[config.mk]
export PLATFORM = sky130hd
export DESIGN_NAME = ethernet_reply_tx_arbiter
export DESIGN_NICKNAME = d
export VERILOG_FILES = /design/src/rtl/eth_tx_pkg.sv /design/src/rtl/rr_pick.sv /design/src/rtl/ethernet_reply_tx_arbiter.sv
export SDC_FILE = /design/constraint.sdc
export NUM_CORES = 1
export LEC_CHECK = 0
export ABC_CLOCK_PERIOD_IN_PS = 1900
export CAP_MARGIN = 30
export CORE_UTILIZATION = 40
export DETAILED_ROUTE_END_ITERATION = 10
export GPL_ROUTABILITY_DRIVEN = 0
export PLACE_DENSITY_LB_ADDON = 0.05
export SLEW_MARGIN = 20
export SYNTH_ARGS = -nofsm -noshare
export SYNTH_HDL_FRONTEND = slang
export SYNTH_SLANG_ARGS = --single-unit
export TNS_END_PERCENT = 5
[constraint.sdc]
create_clock -name i_clk -period 1.9 [get_ports i_clk]
set_input_delay 0.57 -clock i_clk [delete_from_list [all_inputs] [get_ports i_clk]]
set_output_delay 0.57 -clock i_clk [all_outputs]
set_load 0.005 [all_outputs]
[src/rtl/eth_tx_pkg.sv]
// rtl/eth_tx_pkg.sv - shared definitions for the Ethernet reply transmit arbiter
package eth_tx_pkg;

    typedef enum logic [1:0] {
        ST_IDLE  = 2'd0,
        ST_START = 2'd1,
        ST_SEND  = 2'd2,
        ST_GAP   = 2'd3
    } arb_state_t;

    localparam int REQ_ARP     = 0;
    localparam int REQ_ICMP    = 1;
    localparam int DEFAULT_IFG = 12;
    localparam int MAX_REQ     = 8;

    function automatic logic [2:0] onehot_to_idx(input logic [MAX_REQ-1:0] v);
        logic [2:0] idx;
        idx = '0;
        for (int i = 0; i < MAX_REQ; i++) begin
            if (v[i]) begin
                idx = 3'(i);
            end
        end
        return idx;
    endfunction

endpackage

[src/rtl/rr_pick.sv]
// rtl/rr_pick.sv - combinational round-robin picker: request vector and last index in, one-hot winner out
module rr_pick #(
    parameter int N  = 2,
    parameter int IW = 1
) (
    input  logic [N-1:0]  i_req,
    input  logic [IW-1:0] i_last,
    output logic [N-1:0]  o_grant
);

    logic          found;
    logic [IW-1:0] idx;

    // Walk the ring starting just after the last owner; the last owner is visited last.
    always_comb begin
        o_grant = '0;
        found   = 1'b0;
        idx     = '0;
        for (int i = 1; i <= N; i++) begin
            idx = IW'((int'(i_last) + i) % N);
            if (!found && i_req[idx]) begin
                o_grant[idx] = 1'b1;
                found        = 1'b1;
            end
        end
    end

endmodule

[src/rtl/ethernet_reply_tx_arbiter.sv]
// rtl/ethernet_reply_tx_arbiter.sv - round-robin share of the byte-wide TX path; ETH_TX_ARB_STATS_EN adds o_frame_cnt
module ethernet_reply_tx_arbiter
    import eth_tx_pkg::*;
#(
    parameter int N_REQ         = 2,
    parameter int IFG_CYCLES    = DEFAULT_IFG,
    parameter int START_TIMEOUT = 4
) (
    input  logic                 i_clk,
    input  logic                 i_reset,
    input  logic [N_REQ-1:0]     i_req,
    output logic [N_REQ-1:0]     o_start,
    input  logic [N_REQ*8-1:0]   i_word,
    input  logic [N_REQ-1:0]     i_valid,
    output logic [7:0]           o_word,
    output logic                 o_valid,
    output logic [N_REQ-1:0]     o_grant,
    output logic                 o_busy,
    output logic                 o_timeout
`ifdef ETH_TX_ARB_STATS_EN
    ,
    output logic [N_REQ*16-1:0]  o_frame_cnt
`endif
);

    localparam int         IW       = (N_REQ > 1) ? $clog2(N_REQ) : 1;
    localparam logic [3:0] TO_LAST  = 4'(START_TIMEOUT - 1);
    localparam logic [7:0] GAP_LAST = 8'(IFG_CYCLES - 1);

    arb_state_t       state, state_nxt;
    logic [IW-1:0]    grant_idx, last_idx, pick_idx;
    logic [N_REQ-1:0] pick;
    logic [3:0]       start_cnt;
    logic [7:0]       gap_cnt;
    logic             g_valid;
    logic [7:0]       g_word;
    logic             start_expired;
    logic             frame_done;

    rr_pick #(
        .N  (N_REQ),
        .IW (IW)
    ) u_rr_pick (
        .i_req   (i_req),
        .i_last  (last_idx),
        .o_grant (pick)
    );

    assign pick_idx      = IW'(onehot_to_idx(MAX_REQ'(pick)));
    assign g_valid       = i_valid[grant_idx];
    assign g_word        = i_word[{grant_idx, 3'b000} +: 8];
    assign start_expired = (state == ST_START) && !g_valid && (start_cnt == TO_LAST);
    assign frame_done    = (state == ST_SEND) && !g_valid;
    assign o_busy        = (state != ST_IDLE);

    always_ff @(posedge i_clk or posedge i_reset) begin
        if (i_reset) begin
            state <= ST_IDLE;
        end else begin
            state <= state_nxt;
        end
    end

    // The SEND cycle that sees valid drop already counts as the first gap cycle.
    always_comb begin
        state_nxt = state;
        unique case (state)
            ST_IDLE: begin
                if (|i_req) begin
                    state_nxt = ST_START;
                end
            end
            ST_START: begin
                if (g_valid) begin
                    state_nxt = ST_SEND;
                end else if (start_cnt == TO_LAST) begin
                    state_nxt = ST_GAP;
                end
            end
            ST_SEND: begin
                if (!g_valid) begin
                    state_nxt = (IFG_CYCLES == 1) ? ST_IDLE : ST_GAP;
                end
            end
            ST_GAP: begin
                if (gap_cnt >= GAP_LAST) begin
                    state_nxt = ST_IDLE;
                end
            end
            default: state_nxt = ST_IDLE;
        endcase
    end

    always_ff @(posedge i_clk or posedge i_reset) begin
        if (i_reset) begin
            o_start   <= '0;
            o_grant   <= '0;
            o_word    <= '0;
            o_valid   <= 1'b0;
            o_timeout <= 1'b0;
            grant_idx <= '0;
            last_idx  <= IW'(N_REQ - 1);
            start_cnt <= '0;
            gap_cnt   <= '0;
        end else begin
            o_start <= '0;
            o_valid <= 1'b0;
            case (state)
                ST_IDLE: begin
                    if (|i_req) begin
                        o_start   <= pick;
                        o_grant   <= pick;
                        grant_idx <= pick_idx;
                        start_cnt <= '0;
                    end
                end
                ST_START, ST_SEND: begin
                    if (g_valid) begin
                        o_valid <= 1'b1;
                        o_word  <= g_word;
                    end
                    if ((state == ST_START) && !g_valid) begin
                        start_cnt <= start_cnt + 4'd1;
                    end
                    if (start_expired) begin
                        o_timeout <= 1'b1;
                    end
                    // Ownership ends here; the pointer moves so the next search starts after this owner.
                    if (start_expired || frame_done) begin
                        o_grant  <= '0;
                        gap_cnt  <= 8'd1;
                        last_idx <= grant_idx;
                    end
                end
                ST_GAP: begin
                    gap_cnt <= gap_cnt + 8'd1;
                end
                default: ;
            endcase
        end
    end

`ifdef ETH_TX_ARB_STATS_EN
    logic [15:0] frame_cnt [N_REQ];

    always_ff @(posedge i_clk or posedge i_reset) begin
        if (i_reset) begin
            for (int i = 0; i < N_REQ; i++) begin
                frame_cnt[i] <= '0;
            end
        end else if (frame_done) begin
            frame_cnt[grant_idx] <= frame_cnt[grant_idx] + 16'd1;
        end
    end

    for (genvar g = 0; g < N_REQ; g++) begin : g_frame_cnt
        assign o_frame_cnt[16*g +: 16] = frame_cnt[g];
    end
`endif

endmodule

* After elaboration in Yosys (flattened, before gate mapping) *
Index checks and enable logic that the tools add are counted.

operators by class
  $add $sub $neg = 4
  $lt $le $gt $ge = 6
  eq/ne operators = 10
  shifts and indexed selects = 1
  mux-type cells = 32
  bitwise logic cells = 1
  reductions and logical operators = 23

operators with widths
  kind                                                                count
  2-to-1 mux 2 bit                                                    11
  case mux 8 bit (2 select lines)                                     1
  indexed part select 16 x 5 -> 8 bit                                 1
  2-to-1 mux 1 bit                                                    12
  inequality test 2 bit (second input constant)                       5
  AND reduction 2 bit                                                 5
  adder 8 x 1 -> 8 bit (second input constant)                        1
  greater-or-equal comparator 8 x 4 -> 1 bit (second input constant)  1
  2-to-1 mux 4 bit                                                    2
  2-to-1 mux 8 bit                                                    1
  case mux 2 bit (4 select lines)                                     1
  case mux 4 bit (2 select lines)                                     1
  logical AND 1 bit                                                   6
  < comparator 1 x 2 -> 1 bit (second input constant)                 3
  AND reduction 3 bit                                                 2
  nonzero test 2 bit                                                  3
  adder 4 x 1 -> 4 bit (second input constant)                        1
  equality test 2 bit (second input constant)                         2
  equality test 4 x 2 -> 1 bit (second input constant)                1
  case mux 2 bit (2 select lines)                                     1
  AND reduction 4 bit                                                 1
  OR reduction 2 bit                                                  2
  inequality test 3 bit (second input constant)                       1
  adder 1 bit (second input constant)                                 2
  other kinds (7)                                                     10

storage, ports and cells
  register bits = 30
  input bits = 22
  logic and storage cells = 87

* Logic depth before layout (Yosys ltp) *
Gate-level depths: netlist (run 1).

  word-level depth = 10
  gate-level depth with buffers = 7

* By module *
Synthesis (run 1) repeated with hierarchy kept, for this count alone.

unflattened totals
  cell total of the unflattened synthesis = 166
  area, all modules = 1,679.1 um^2

modules (own cells, without submodules)
  module                     times used  cells each  area each (um^2)  seq. area each (um^2)
  ethernet_reply_tx_arbiter  1           163         1,660.3           752.0
  rr_pick                    1           3           18.8              0.0

* Least setup slack after synthesis (run 1) *
OpenSTA, ideal clock, no wires.

  path kind = reg-to-reg
  start point = register state[0]
  end point = register o_word[2]
  arrival time = 1.579 ns
  data required time = 1.764 ns
  slack = 0.185 ns
  cell stages (with the launch flop) = 8
  path buffers = 2
  path through = dfrtp_1 > inv_1 > ha_1 > clkbuf_1 > nand2_1 > clkbuf_1 > nand2_1 > o21ai_0

on the way
  longest elaborated chain between the ends = 3
  elaborated cells between the ends (all ways) = 4

RTL lines
  item                                                                 RTL line                          RTL
  start, declared                                                      ethernet_reply_tx_arbiter.sv:30   arb_state_t state, state_nxt;
  start signal, assigned                                               ethernet_reply_tx_arbiter.sv:60   state <= state_nxt;
  equality test 2 bit or equality test 2 x 1 -> 1 bit (tied branches)  ethernet_reply_tx_arbiter.sv:108  case (state)
  OR reduction 2 bit *                                                 ethernet_reply_tx_arbiter.sv:108
  AND reduction 2 bit (no source line) *                               --
  end signal, assigned                                                 ethernet_reply_tx_arbiter.sv:120  o_word <= g_word;
  end, declared                                                        ethernet_reply_tx_arbiter.sv:15   output logic [7:0] o_word,

Mark *: on every way between the ends. The rest lies on a longest branch, timed or not.
A chain may end at the register's enable or synchronous reset.

* Final worst setup path (run 1) *
  start point = register state[0]
  end point = register last_idx

on the way
  longest elaborated chain between the ends = 5
  elaborated cells between the ends (all ways) = 8

RTL lines
  item                                    RTL line                                                           RTL
  equality test 2 x 1 -> 1 bit            ethernet_reply_tx_arbiter.sv:52, ethernet_reply_tx_arbiter.sv:108
  logical AND 1 bit (2 in a row)          ethernet_reply_tx_arbiter.sv:52                                    assign start_expired = (state == ST_START) && !g_valid && (start_cnt == TO_LAST);
  logical OR 1 bit                        ethernet_reply_tx_arbiter.sv:129                                   if (start_expired || frame_done) begin
  AND reduction 2 bit (no source line) *  --
  end signal, assigned                    ethernet_reply_tx_arbiter.sv:102                                   last_idx <= IW'(N_REQ - 1);
  end signal, assigned                    ethernet_reply_tx_arbiter.sv:132                                   last_idx <= grant_idx;
  end, declared                           ethernet_reply_tx_arbiter.sv:31                                    logic [IW-1:0] grant_idx, last_idx, pick_idx;

Marked as above.

==> results.py, run 1 <==
metrics = {
    "run_status": {
        "status": "completed",
    },
    "cts": {
        "cts_hold_buf": 0,
        "clock-sinks": 30,
        "clk_pin_slew_ns": 0.06,
        "clkLatencyLatePin_ns": 0.28,
        "cts_max_level": 2,
        "clockBufferDepth": 2,
        "cts_root_buf": "clkbuf_8",
        "cts_buffers": 5,
        "cts_tree": "built",
    },
    "floorplan": {
        "die_h_um": 65.9,
        "start_util": 0.430,
        "rows": 22,
        "io_pins": 37,
        "fp.dieW_um": 65.9,
        "die_area_um2": 4340,
        "core-area_um2": 3800,
    },
    "synthesis": {
        "ys_ff_latch": 30,
        "synthArstFlopShare": 1.00,
        "synth_cell_type_count": 42,
        "yosysWarnings": 0,
        "synth-edff-count": 0,
        "syn-num-nets": 190,
        "yosys.area.top_type": "dfrtp_1",
        "yosys-top-cells-area": "dfrtp_1 44%, mux2i_1 8.0%, nand2_1 5.5%, ha_1 4.6%, o21ai_0 3.7%",
        "synth.top_cell.area_share": 0.445,
        "synth_cells": 162,
        "syn_area_um2": 1630,
        "synthFlopType": "dfrtp_1",
        "seq_area_frac_synth": 0.461,
        "syn_area_per_cell_um2": 10.1,
    },
    "layout": {
        "drive_above_1_share": 0.210,
        "fin_nets": 251,
        "areaGrowthSynthToFinish_pct": 45.9,
        "seq_area_um2": 752,
        "antennaDiodeCount": 0,
        "nFillCells": 323,
        "multi_input_area_um2": 838,
    },
    "worst_setup_path": {
        "cp-end-kind": "flop",
        "crit_end": "last_idx$_DFFE_PP1P_",
        "crit_fanout": 6,
        "reg2regPathDepth": 6,
        "path_class": "flop to flop",
        "regToRegStartpoint": "state[0]$_DFFE_PP0P_",
        "r2r_setup_slack_ns": 0.03,
        "reg2reg_to": "last_idx$_DFFE_PP1P_",
        "critPathRequiredTime_ns": 2.11,
        "startpoint_type": "flop",
        "startpoint": "state[0]$_DFFE_PP0P_",
        "cp.arrival_ns": 2.08,
    },
    "detailed_routing": {
        "post_drt_wl_per_cell_um": 13.8,
        "dr.pass1.iters": 4,
        "drtAntennaViolNets": 0,
        "num_vias": 1419,
        "vias_per_cell": 5.22,
        "drc": 0,
        "dr.first_iter.drc_count": 88,
        "wl_um": 3750,
    },
    "timing": {
        "final_period_minus_worst_setup_slack_ns": 1.87,
        "tightest_slew_ns": 0.522,
        "final.setup.tns_ns": 0,
        "setup_violations": 0,
        "maxSlewViolCount": 0,
        "post-route-period-util": 0.986,
        "hold_viol": 0,
        "fin_ws_ns": 0.0271,
        "slew_headroom": 0.652,
        "rsz0062_at_grt": "yes",
        "max_freq_mhz": 534,
        "holdWs_ns": 0.466,
        "worst_clock_skew_ns": 0.00459,
    },
    "placed_design": {
        "dp_hpwl_um": 2860,
        "portBuffers": 36,
        "place_ws_ns": -0.275,
    },
    "power_and_ir_drop": {
        "leakage_nw": 1.10,
        "ir_drop_mv": 0.842,
        "power_density_nw_per_um2": 1720,
    },
    "global_routing": {
        "grt_max_degree": 31,
        "grt_pass1_vias": 1360,
        "antenna_found_initial": 0,
        "grt_pass1_wl_um": 6310,
        "grt-ovfl-total": 0,
        "gr-usage-all-layers": 0.196,
    },
    "job": {
        "cap_violations": 0,
    },
    "hold_path": {
        "min_path_type": "flop to flop",
    },
}
-- cell type report --
| type | instances | area share |
|---|---|---|
| Multi-Input combinational cell | 117 | 0.352 |
| Clock inverter | 2 | 0.0252 |
| Clock buffer | 6 | 0.0347 |
| Sequential cell | 30 | 0.316 |
| Timing Repair Buffer | 58 | 0.229 |
| Inverter | 11 | 0.0174 |
| Tap cell | 48 | 0.0252 |
-- registers in the layout (all words and copies together) (netlist names) --
name / count
gap_cnt: 8
o_grant: 2
o_valid: 1
o_start: 2
state: 2
last_idx: 1
grant_idx: 1
start_cnt: 4
o_timeout: 1
o_word: 8
-- through the flow --
step	instances	utilization	cell area [µm²]	power (mW)
finish	272	0.626	2380	4.10
global route	272	0.626	2380	4.43
CTS	270	0.617	2340	4.05
detailed placement	260	0.575	2180	3.22
global placement	260	0.575	2180	3.15
floorplan	162	-	1630	2.31
-- how the worst min path moves through the flow --
stage,cells past startpoint,from,endpoint
after detailed placement,1,o_timeout$_DFFE_PP0P_,o_timeout$_DFFE_PP0P_
after global placement,2,o_word[2]$_DFFE_PP0P_,o_word[2]$_DFFE_PP0P_
after global routing,1,o_timeout$_DFFE_PP0P_,o_timeout$_DFFE_PP0P_
after floorplan,1,o_timeout$_DFFE_PP0P_,o_timeout$_DFFE_PP0P_
final,1,o_timeout$_DFFE_PP0P_,o_timeout$_DFFE_PP0P_
after CTS,1,o_timeout$_DFFE_PP0P_,o_timeout$_DFFE_PP0P_
-- what timing repair did --
| action | 4_1_cts | 5_1_grt |
|---|---|---|
| pin swaps | 0 | 1 |
| endpoints found under the setup margin | 1 | 11 |
| buffers inserted | 2 | 2 |
| gates resized for setup | 3 | 7 |
-- layout by cell type (no fill, tap or decap), drive strengths merged, types with 3 or more instances in the layout --
cell | Yosys | layout
a21oi | 11 | 11
a22o | 3 | 3
nand3 | 6 | 6
clkdlybuf4s50 | 0 | 33
mux2 | 3 | 3
nor2 | 4 | 4
o21ai | 13 | 13
dfrtp | 29 | 29
buf | 2 | 22
nand2 | 24 | 24
clkbuf | 2 | 6
inv | 11 | 11
nand2b | 3 | 3
mux2i | 14 | 14
a211oi | 3 | 3
ha | 6 | 6
o211ai | 3 | 3
-- cells by family after synthesis --
| kind of cell | share of synthesized area |
|---|---|
| flops | 0.461 |
| fa+ha+maj | 0.0460 |
| compound gates | 0.186 |
| buf+inv | 0.0353 |
| mux | 0.114 |
| simple gates | 0.152 |
| xor+xnor | 0.00537 |
-- power breakdown --
group / internal [mW] / switching, mW / leakage (nW)
sequential: 0.930 / 0.211 / 0.378
combinational: 1.13 / 1.04 / 0.654
clock: 0.559 / 0.229 / 0.0714
total: 2.62 / 1.48 / 1.10
-- cells in the mapped netlist (2+ instances only) --
cell type and n:
a211o_1 2, a211oi_1 2, a21oi_1 11, a22o_1 3, clkbuf_1 2, dfrtp_1 29
ha_1 6, inv_1 11, mux2_2 3, mux2i_1 13, nand2_1 24, nand2b_1 3
nand3_1 6, nand4_1 2, nor2_1 4, nor3b_1 2, o211ai_2 2, o21ai_0 12
or3_1 2
-- critical path: stages, from the launching register on --
cell and delay, ns:
dfrtp_1 0.38, buf_4 0.14, ha_1 0.21, and4bb_2 0.27
o211ai_2 0.31, buf_4 0.18, mux2_2 0.32
-- per-layer routing --
layer	GRT usage	vias up	wire length (µm)
met3	0.0672	2	161
li1	-	704	-
met4	0.0652	0	24
met5	0	-	0
met1	0.256	681	1780
met2	0.300	32	1790
Power figures use the tool's default switching activity.
==> run 2: changes to the inputs <==
--- a/config.mk
+++ b/config.mk
@@ -11,6 +11,7 @@
 export DETAILED_ROUTE_END_ITERATION = 10
 export GPL_ROUTABILITY_DRIVEN = 0
 export PLACE_DENSITY_LB_ADDON = 0.05
+export RECOVER_POWER = 50
 export SLEW_MARGIN = 20
 export SYNTH_ARGS = -nofsm -noshare
 export SYNTH_HDL_FRONTEND = slang
==> run 2 against run 1 <==
Critical path type unchanged; via count rose by 0.49%; sequential power about the same; wire length rose by 0.27%; first-iteration DRC count is 2.3% lower; register-to-register slack is essentially flat; non-clock buffer count unchanged; combinational power hardly changed; hold slack about the same; global-route usage is the same; clock skew barely moved; flip-flop and latch count unchanged; final cell count unchanged; highest routed layer unchanged.
==> results.py, run 2 (synthesized netlist as in run 1, its figures left out) <==
metrics = {
    "job": {
        "cap_violations": 0,
    },
    "timing": {
        "max_freq_mhz": 534,
        "hold_viol": 0,
        "holdWs_ns": 0.467,
        "setup_violations": 0,
        "maxSlewViolCount": 0,
        "final.setup.tns_ns": 0,
        "worst_clock_skew_ns": 0.00460,
        "fin_ws_ns": 0.0262,
        "post-route-period-util": 0.986,
        "rsz0062_at_grt": "yes",
        "slew_headroom": 0.521,
        "tightest_slew_ns": 0.718,
        "final_period_minus_worst_setup_slack_ns": 1.87,
    },
    "worst_setup_path": {
        "startpoint_type": "flop",
        "cp-end-kind": "flop",
        "path_class": "flop to flop",
        "critPathRequiredTime_ns": 2.11,
        "cp.arrival_ns": 2.08,
        "crit_fanout": 6,
    },
    "hold_path": {
        "min_path_type": "flop to flop",
    },
    "cts": {
        "clk_pin_slew_ns": 0.06,
        "clockBufferDepth": 2,
        "cts_buffers": 5,
        "cts_tree": "built",
        "clock-sinks": 30,
        "cts_max_level": 2,
        "clkLatencyLatePin_ns": 0.28,
        "cts_root_buf": "clkbuf_8",
        "cts_hold_buf": 0,
    },
    "detailed_routing": {
        "dr.pass1.iters": 4,
        "drtAntennaViolNets": 0,
        "dr.first_iter.drc_count": 86,
        "post_drt_wl_per_cell_um": 13.8,
        "drc": 0,
        "num_vias": 1426,
        "wl_um": 3760,
        "vias_per_cell": 5.24,
    },
    "layout": {
        "reg_top3": "gap_cnt: 8 flops, o_word: 8 flops, start_cnt: 4 flops",
        "final_util": 0.624,
        "final_cell_mix": "32 x clkdlybuf4s50_1, 29 x dfrtp_1, 23 x nand2_1",
        "final_cells": 272,
        "layout_commonest_cell": "clkdlybuf4s50_1",
        "fin_area_um2": 2370,
        "areaGrowthSynthToFinish_pct": 45.2,
        "fin_nets": 251,
        "antennaDiodeCount": 0,
        "drive_above_1_share": 0.201,
    },
    "power_and_ir_drop": {
        "finalPower_mw": 4.10,
        "leakage_nw": 1.10,
        "power_density_nw_per_um2": 1730,
        "ir_drop_mv": 0.841,
    },
    "placed_design": {
        "dp_hpwl_um": 2860,
        "place_ws_ns": -0.275,
        "place_area_um2": 2180,
        "portBuffers": 36,
        "post-place-cells": 260,
    },
    "floorplan": {
        "rows": 22,
        "fp.dieW_um": 65.9,
        "io_pins": 37,
        "core-area_um2": 3800,
        "die_h_um": 65.9,
        "die_area_um2": 4340,
        "start_util": 0.430,
    },
    "run_status": {
        "status": "completed",
    },
    "global_routing": {
        "gr-usage-all-layers": 0.196,
        "grt_pass1_vias": 1360,
        "grt-ovfl-total": 0,
        "grt_max_degree": 31,
        "antenna_found_initial": 0,
        "grt_pass1_wl_um": 6310,
    },
}
[run 2: worst paths after layout]
kind                                        from                     to  slack (ns)  cells past startpoint
max                         state[0]$_DFFE_PP0P_   last_idx$_DFFE_PP1P_        0.03                      6
min                        o_timeout$_DFFE_PP0P_  o_timeout$_DFFE_PP0P_        0.47                      1
max reg2reg                 state[0]$_DFFE_PP0P_   last_idx$_DFFE_PP1P_        0.03                      6
min reg2reg                o_timeout$_DFFE_PP0P_  o_timeout$_DFFE_PP0P_        0.47                      1
max in group asynchronous                i_reset   state[0]$_DFFE_PP0P_        0.52                      3
min in group asynchronous                i_reset  o_word[0]$_DFFE_PP0P_        0.92                      3
[run 2: layout make-up]
cell class                 instances  area, µm²
tap                               48       60.1
clock buffer                       6       82.6
clock inverter                     2       60.1
inverter                          11       41.3
multi-input combinational        117        838
timing repair buffer              58        536
sequential                        30        752
fill                             327       1430
[run 2: worst max-delay path: stages, from the launching register on]
cell	delay, ns
dfrtp_1	0.38
buf_4	0.14
ha_1	0.21
and4bb_2	0.27
o211ai_2	0.31
buf_4	0.18
mux2_2	0.32
[run 2: timing repair]
action                     in CTS  in global routing
cloned                          0                  0
setup buffers                   2                  2
setup endpoints to repair       1                 11
gates resized for setup         3                  7
pin swaps                       0                  1
[run 2: per-layer routing]
metal  track usage  up-vias  wire, µm
li1              -      707         -
met1         0.256      678      1770
met2         0.300       39      1790
met3        0.0672        2       175
met4        0.0652        0        24
met5             0        -         0
[run 2: power by group]
| part | leakage, nW | total [mW] | internal (mW) | switching, mW |
|---|---|---|---|---|
| sequential | 0.378 | 1.14 | 0.930 | 0.211 |
| clock | 0.0714 | 0.789 | 0.559 | 0.230 |
| combinational | 0.646 | 2.17 | 1.12 | 1.05 |
| total | 1.10 | 4.10 | 2.61 | 1.49 |
==> run 3: changes to the inputs <==
--- a/config.mk
+++ b/config.mk
@@ -5,7 +5,7 @@
 export SDC_FILE = /design/constraint.sdc
 export NUM_CORES = 1
 export LEC_CHECK = 0
-export ABC_CLOCK_PERIOD_IN_PS = 1900
+export ABC_CLOCK_PERIOD_IN_PS = 2400
 export CAP_MARGIN = 30
 export CORE_UTILIZATION = 40
 export DETAILED_ROUTE_END_ITERATION = 10
==> constraint.sdc (replaced) <==
create_clock -name i_clk -period 2.4 [get_ports i_clk]
set_input_delay 0.72 -clock i_clk [delete_from_list [all_inputs] [get_ports i_clk]]
set_output_delay 0.72 -clock i_clk [all_outputs]
set_load 0.005 [all_outputs]
==> run 3 against run 2 <==
Design area down 9.2%; via count down 6.9%; final cell count down 6.6%; flip-flop and latch count unchanged; sequential power down 20%; clock power down 47%; largest power group unchanged.
==> results.py, run 3 (synthesized netlist as in run 1, its figures left out) <==
metrics = {
    "detailed_routing": {
        "wl_um": 3680,
        "drc": 0,
        "dr.first_iter.drc_count": 70,
        "drtAntennaViolNets": 0,
        "num_vias": 1327,
        "post_drt_wl_per_cell_um": 14.5,
        "vias_per_cell": 5.22,
        "dr.pass1.iters": 4,
    },
    "global_routing": {
        "grt_pass1_vias": 1350,
        "gr-usage-all-layers": 0.195,
        "grt_pass1_wl_um": 6210,
        "grt_max_degree": 31,
        "grt-ovfl-total": 0,
        "antenna_found_initial": 0,
    },
    "floorplan": {
        "io_pins": 37,
        "rows": 22,
        "die_area_um2": 4340,
        "start_util": 0.430,
        "core-area_um2": 3800,
        "fp.dieW_um": 65.9,
        "die_h_um": 65.9,
    },
    "placed_design": {
        "portBuffers": 36,
        "dp_hpwl_um": 2740,
        "post-place-cells": 246,
    },
    "layout": {
        "reg_top3": "gap_cnt: 8 flops, o_word: 8 flops, start_cnt: 4 flops",
        "fin_nets": 233,
        "areaGrowthSynthToFinish_pct": 31.8,
        "final_cells": 254,
        "final_cell_mix": "32 x clkdlybuf4s50_1, 29 x dfrtp_1, 24 x nand2_1",
        "antennaDiodeCount": 0,
        "layout_commonest_cell": "clkdlybuf4s50_1",
        "drive_above_1_share": 0.112,
        "nFillCells": 338,
        "final_util": 0.566,
    },
    "timing": {
        "rsz0062_at_grt": "no",
        "post-route-period-util": 0.950,
        "hold_viol": 0,
        "final.setup.tns_ns": 0,
        "slew_headroom": 0.484,
        "final_period_minus_worst_setup_slack_ns": 2.28,
        "worst_clock_skew_ns": 0.00714,
        "max_freq_mhz": 439,
        "maxSlewViolCount": 0,
        "setup_violations": 0,
        "tightest_slew_ns": 0.774,
    },
    "worst_setup_path": {
        "startpoint_type": "flop",
        "critPathRequiredTime_ns": 1.68,
        "path_class": "flop to output pin",
        "crit_fanout": 3,
        "cp-end-kind": "output pin",
        "cp.arrival_ns": 1.56,
    },
    "cts": {
        "clockBufferDepth": 2,
        "cts_hold_buf": 0,
        "cts_root_buf": "clkbuf_8",
        "clk_pin_slew_ns": 0.07,
        "clock-sinks": 30,
        "cts_max_level": 2,
        "cts_tree": "built",
        "clkLatencyLatePin_ns": 0.28,
        "cts_buffers": 5,
        "cts_resized": 0,
        "cts_setup_buffers": 0,
    },
    "job": {
        "cap_violations": 0,
    },
    "power_and_ir_drop": {
        "power_density_nw_per_um2": 1280,
        "leakage_nw": 0.972,
        "ir_drop_mv": 0.589,
        "finalPower_mw": 2.75,
    },
    "hold_path": {
        "min_path_type": "flop to flop",
    },
    "run_status": {
        "status": "completed",
    },
}
## run 3: report_power, final
part	switching, mW	total, mW	internal [mW]
registers	0.180	0.916	0.736
logic	0.740	1.41	0.674
clock network	0.184	0.415	0.231
## run 3: worst paths after layout
kind / startpoint / end / slack, ns / cells after the start
max: state[0]$_DFFE_PP0P_ / o_busy / 0.12 / 4
min: o_timeout$_DFFE_PP0P_ / o_timeout$_DFFE_PP0P_ / 0.48 / 1
max reg2reg: state[0]$_DFFE_PP0P_ / gap_cnt[3]$_DFFE_PP0P_ / 0.30 / 6
min reg2reg: o_timeout$_DFFE_PP0P_ / o_timeout$_DFFE_PP0P_ / 0.48 / 1
max in group asynchronous: i_reset / o_word[6]$_DFFE_PP0P_ / 0.81 / 3
min in group asynchronous: i_reset / state[0]$_DFFE_PP0P_ / 1.10 / 3
## run 3: cell type report
class | instances | area, µm² | area share
clock buffers | 7 | 86.3 | 0.0401
flip-flops and latches | 30 | 752 | 0.350
multi-input cells | 117 | 822 | 0.382
inverters | 11 | 41.3 | 0.0192
well taps | 48 | 60.1 | 0.0279
repair buffers | 40 | 384 | 0.179
clock inverters | 1 | 5.00 | 0.00233
## run 3: critical path, cell delays in order (launching register included)
cell and delay [ns]:
dfrtp_1 0.38, inv_1 0.08, ha_1 0.22, inv_1 0.09
clkdlybuf4s50_1 0.50
## run 3: layer usage
layer	global-route usage	up-vias	routed length, µm
met1	0.237	628	1670
met5	0	-	0
met4	0.0842	0	61
li1	-	667	-
met3	0.0621	6	166
met2	0.314	26	1780
## run 3: stage by stage
step | hold slack, ns | cell area [µm²] | setup slack [ns]
floorplan | 0.460 | 1630 | 0.656
global placement | 0.463 | 2070 | 0.0447
detailed placement | 0.466 | 2070 | 0.0334
CTS | 0.481 | 2160 | 0.0972
global route | 0.522 | 2150 | 0.0351
finish | 0.476 | 2150 | 0.120
